### config.mk
export PLATFORM = sky130hd
export DESIGN_NAME = elastic_pipe_reg
export DESIGN_NICKNAME = d
export VERILOG_FILES = /design/src/rtl/elastic_pipe_reg.sv
export SDC_FILE = /design/constraint.sdc
export NUM_CORES = 1
export LEC_CHECK = 0
export BUFFER_PORTS_ARGS = -buffer_cell sky130_fd_sc_hd__buf_2
export CORE_MARGIN = 4
export CORE_UTILIZATION = 50
export DETAILED_ROUTE_END_ITERATION = 16
export PLACE_DENSITY = 0.87
export SETUP_SLACK_MARGIN = 0.3
export SLEW_MARGIN = 20
export SYNTH_ARGS = -nofsm -noshare
export SYNTH_HDL_FRONTEND = slang
export SYNTH_SLANG_ARGS = --single-unit
### constraint.sdc
create_clock -name clk_in -period 3.2 [get_ports clk_in]
set_input_delay 0.48 -clock clk_in [delete_from_list [all_inputs] [get_ports clk_in]]
set_output_delay 0.48 -clock clk_in [all_outputs]
set_load 0.02 [all_outputs]
### src/rtl/elastic_pipe_reg.sv
// Elastic register pipeline: DEPTH valid/data stages with bubble collapsing,
// global enable, synchronous flush and an occupancy counter.
module elastic_pipe_reg #(
    parameter int unsigned DW    = 32,
    parameter int unsigned DEPTH = 2,
    localparam int unsigned CW   = $clog2(DEPTH + 1)
) (
    input  logic          clk_in,
    input  logic          reset,
    input  logic          en,
    input  logic          flush,
    input  logic          in_valid,
    output logic          in_ready,
    input  logic [DW-1:0] in_data,
    output logic          out_valid,
    input  logic          out_ready,
    output logic [DW-1:0] out_data,
    output logic [CW-1:0] count
);

    logic [DEPTH-1:0] v_q;
    logic [DEPTH-1:0] v_d;
    logic [DEPTH-1:0] mv;
    logic [DEPTH-1:0] take;
    logic [DEPTH-1:0] leave;
    logic [DW-1:0]    d_q [DEPTH];
    logic [CW-1:0]    count_q;
    logic [CW-1:0]    count_d;
    logic             in_hs;
    logic             out_hs;

    always_comb begin
        mv    = '0;
        take  = '0;
        leave = '0;
        // A stage may take new content if it is empty or its content can move on.
        mv[DEPTH-1] = ~v_q[DEPTH-1] | out_ready;
        for (int i = int'(DEPTH) - 2; i >= 0; i--) begin
            mv[i] = ~v_q[i] | ~v_q[i+1] | mv[i+1];
        end

        in_ready  = en & ~flush & ~reset & mv[0];
        out_valid = en & v_q[DEPTH-1];
        in_hs     = in_valid & in_ready;
        out_hs    = out_valid & out_ready;

        take[0] = in_hs;
        for (int i = 1; i < int'(DEPTH); i++) begin
            take[i] = v_q[i-1] & mv[i];
        end
        for (int i = 0; i < int'(DEPTH) - 1; i++) begin
            leave[i] = v_q[i] & mv[i+1];
        end
        leave[DEPTH-1] = out_hs;

        v_d     = take | (v_q & ~leave);
        count_d = count_q + CW'(in_hs) - CW'(out_hs);
    end

    always_ff @(posedge clk_in) begin
        if (reset) begin
            v_q     <= '0;
            count_q <= '0;
            for (int i = 0; i < int'(DEPTH); i++) begin
                d_q[i] <= '0;
            end
        end else if (flush) begin
            // Data registers deliberately keep their contents.
            v_q     <= '0;
            count_q <= '0;
        end else if (en) begin
            v_q     <= v_d;
            count_q <= count_d;
            if (take[0]) begin
                d_q[0] <= in_data;
            end
            for (int i = 1; i < int'(DEPTH); i++) begin
                if (take[i]) begin
                    d_q[i] <= d_q[i-1];
                end
            end
        end
    end

    assign out_data = d_q[DEPTH-1];
    assign count    = count_q;

    count_matches_valids: assert property (@(posedge clk_in) disable iff (reset)
        count_q == CW'($countones(v_q)));

    count_in_range: assert property (@(posedge clk_in) disable iff (reset)
        32'(count_q) <= DEPTH);

endmodule

==> out/qor.yml <==
run_status:
  outcome: "finished clean"
routing:
  wl_per_cell_um: 13.0
  firstDrtPassIters: 3
  drtIter0Drc: 100
  drc_errors: 0
  vias: 1441
  antenna_left: 0
  viasPerCell: 4.55
  routed_wl_mm: 4.12
final_layout:
  fillers: 462
  multi_input_area_sq_um: 688
  layout-drive-gt1-share_pct: 51.0
  layout.nets: 283
  regArea_sq_um: 2000
  area_growth_pct: 10.8
  diodes: 0
global_routing:
  grt_pass1_wl_mm: 6.62
  grt_usage_pct: 12.2
  grt_pass1_vias: 1397
  grt_max_degree: 65
  grt_overflow: 0
  antenna_found_initial: 0
job:
  cap_violations: 0
power_and_ir_drop:
  switching_share_pct: 20.3
  p_clk_share_pct: 35.2
  p_per_area_nw_per_um2: 529
  p_sw_w: 0.000357
  combPwrFrac_pct: 6.6
  power_frac_seq_pct: 58.2
  vdd_drop_max_v: 0.000414
  p_int_w: 0.00140
  p_leak_nw: 1.45
  p_total_w: 0.00176
timing:
  finClkSkew_ns: 0.00694
  grt_setup_unrepaired: "false"
  finalHoldViolations: 0
  fin_ws_ns: 1.41
  fmax_mhz: 560
  worst_slew_margin_rel_pct: 41.9
  fin_crit_sh_pct: 55.8
  worstMarginPinSlew_ns: 0.869
  setup_tns_ns: 0
  min_period_ns: 1.79
  drv_slew: 0
  setup_viol: 0
logic_synthesis:
  netlist_top_cells_area: "edfxtp_1 (64%), and2_4 (8.8%), buf_4 (8.0%)"
  synth_top_area_share_pct: 64.0
  synth.ff_latch_count: 68
  yosys.cell_count.top_type: "edfxtp_1"
  yosys-top-cells-count: "edfxtp_1 (64), buf_4 (32), and2_1 (31)"
  ys_seq_area_share_pct: 66.7
  synthesis.area_sq_um: 3000
  syn_inst: 197
  synthArstFlopShare_pct: 0
  yosys.area.top_type: "edfxtp_1"
  synth_edf_count: 64
  synthDistinctLibCells: 25
  syn_area_per_cell_sq_um: 15.2
  syn_nets: 237
  ys.warnings.count: 0
  synth_flop_cell: "edfxtp_1"
cts:
  cts_resized: 0
  cts_sinks: 68
  clk_path_buf_depth: 2
  clk_latency_ns: 0.32
  cts_root_buf: "clkbuf_8"
  cts_inserted_buffers: 9
  htreeDepth: 3
  post_cts_buffers: 0
  cts_hold_buf: 0
  cts_tree: "done"
  clk_pin_slew_worst_paths_ns: 0.07
placement:
  place.gp.congestion: 0.734
  portBuffers: 73
  hpwl_mm: 2.89
  place_ws_ns: 1.18
critical_path:
  crit_path_max_fanout: 5
  cp-start-kind: "register"
  critPathCaptureType: "primary output"
  worst_ep_required_time_ns: 2.72
  worstSetupPathType: "reg -> out"
  crit_arrival_ns: 1.31
floorplanning:
  die-area_sq_um: 7310
  start_util_pct: 52.9
  rows: 27
  pin_count: 74
  die_h_um: 85.5
  core_sq_um: 5680
  die_w_um: 85.5
min_path:
  min_path_type: "in -> reg"
-- placed cells by master, fill, tap and decap left out, types with 2 or more instances in the layout --
cell	Yosys	final
and2_1	31	31
edfxtp_1	64	64
ha_1	2	2
buf_2	0	73
nor3_1	2	2
nand2_1	4	4
mux2i_1	3	3
clkbuf_8	0	9
and2_2	4	4
clkinv_2	0	2
and2_4	30	30
dfxtp_1	4	4
-- worst paths after layout --
check,cells past startpoint,end,slack [ns],start
worst max-delay path,3,in_ready,1.41,v_q[0]$_SDFFE_PP0P_
worst min-delay path,2,d_q[0][10]$_SDFFCE_PN0P_,0.43,in_data[10]
worst max register to register,9,count[1]$_SDFFE_PP0P_,1.43,v_q[0]$_SDFFE_PP0P_
worst min register to register,2,count[1]$_SDFFE_PP0P_,0.51,count[1]$_SDFFE_PP0P_
-- layout make-up --
| cell class | instances | area share [%] |
|---|---|---|
| clock inverters | 4 | 1.32 |
| flip-flops and latches | 68 | 60.2 |
| clock buffers | 9 | 3.73 |
| inverters | 1 | 0.113 |
| multi-input cells | 89 | 20.7 |
| repair buffers | 74 | 11.2 |
| well taps | 72 | 2.71 |
-- flip-flops by register name, indices dropped and copies added, names as in the netlist --
name   count
count      2
d_q       64
v_q        2
-- power by group through the flow --
stage          Sequential, W  Combinational, W  Clock [W]
3_3_place_gp         0.00104          0.000115          0
4_1_cts              0.00102          0.000118   0.000638
5_1_grt              0.00103          0.000127   0.000677
2_1_floorplan        0.00104         0.0000929          0
3_5_place_dp         0.00104          0.000118          0
6_report             0.00102          0.000116   0.000620
-- stage by stage --
stage,std cells,hold WS (ns),util (%),area (sq um)
2_1_floorplan,197,0.497,-,3000
3_3_place_gp,304,0.474,55.6,3160
3_5_place_dp,304,0.502,55.6,3160
4_1_cts,317,0.412,58.6,3320
5_1_grt,317,0.410,58.6,3320
6_report,317,0.427,58.6,3320
-- cell families after synthesis --
logic type | Yosys count | share of synthesized area (%)
flip-flops | 68 | 66.7
AO/OA/AOI/OAI | 5 | 1.67
multiplexers | 3 | 1.00
buffers and inverters | 40 | 10.8
XOR/XNOR | 1 | 0.292
adder cells (fa/ha/maj) | 2 | 0.834
AND/OR/NAND/NOR | 78 | 18.8
-- critical path: stages (launching register included) --
cell and delay, ns:
dfxtp_1 0.42, nand3b_1 0.16, and3_2 0.24, buf_2 0.16
-- metal layers --
| metal | track usage (%) | wire length [um] | share of wire [%] |
|---|---|---|---|
| met1 | 13.0 | 1500 | 36 |
| met2 | 21.2 | 2270 | 55 |
| met3 | 3.01 | 232 | 5.6 |
| met4 | 8.20 | 117 | 2.8 |
| met5 | 0 | 0 | 0 |
Note: power is estimated with default switching activity, not from simulation.
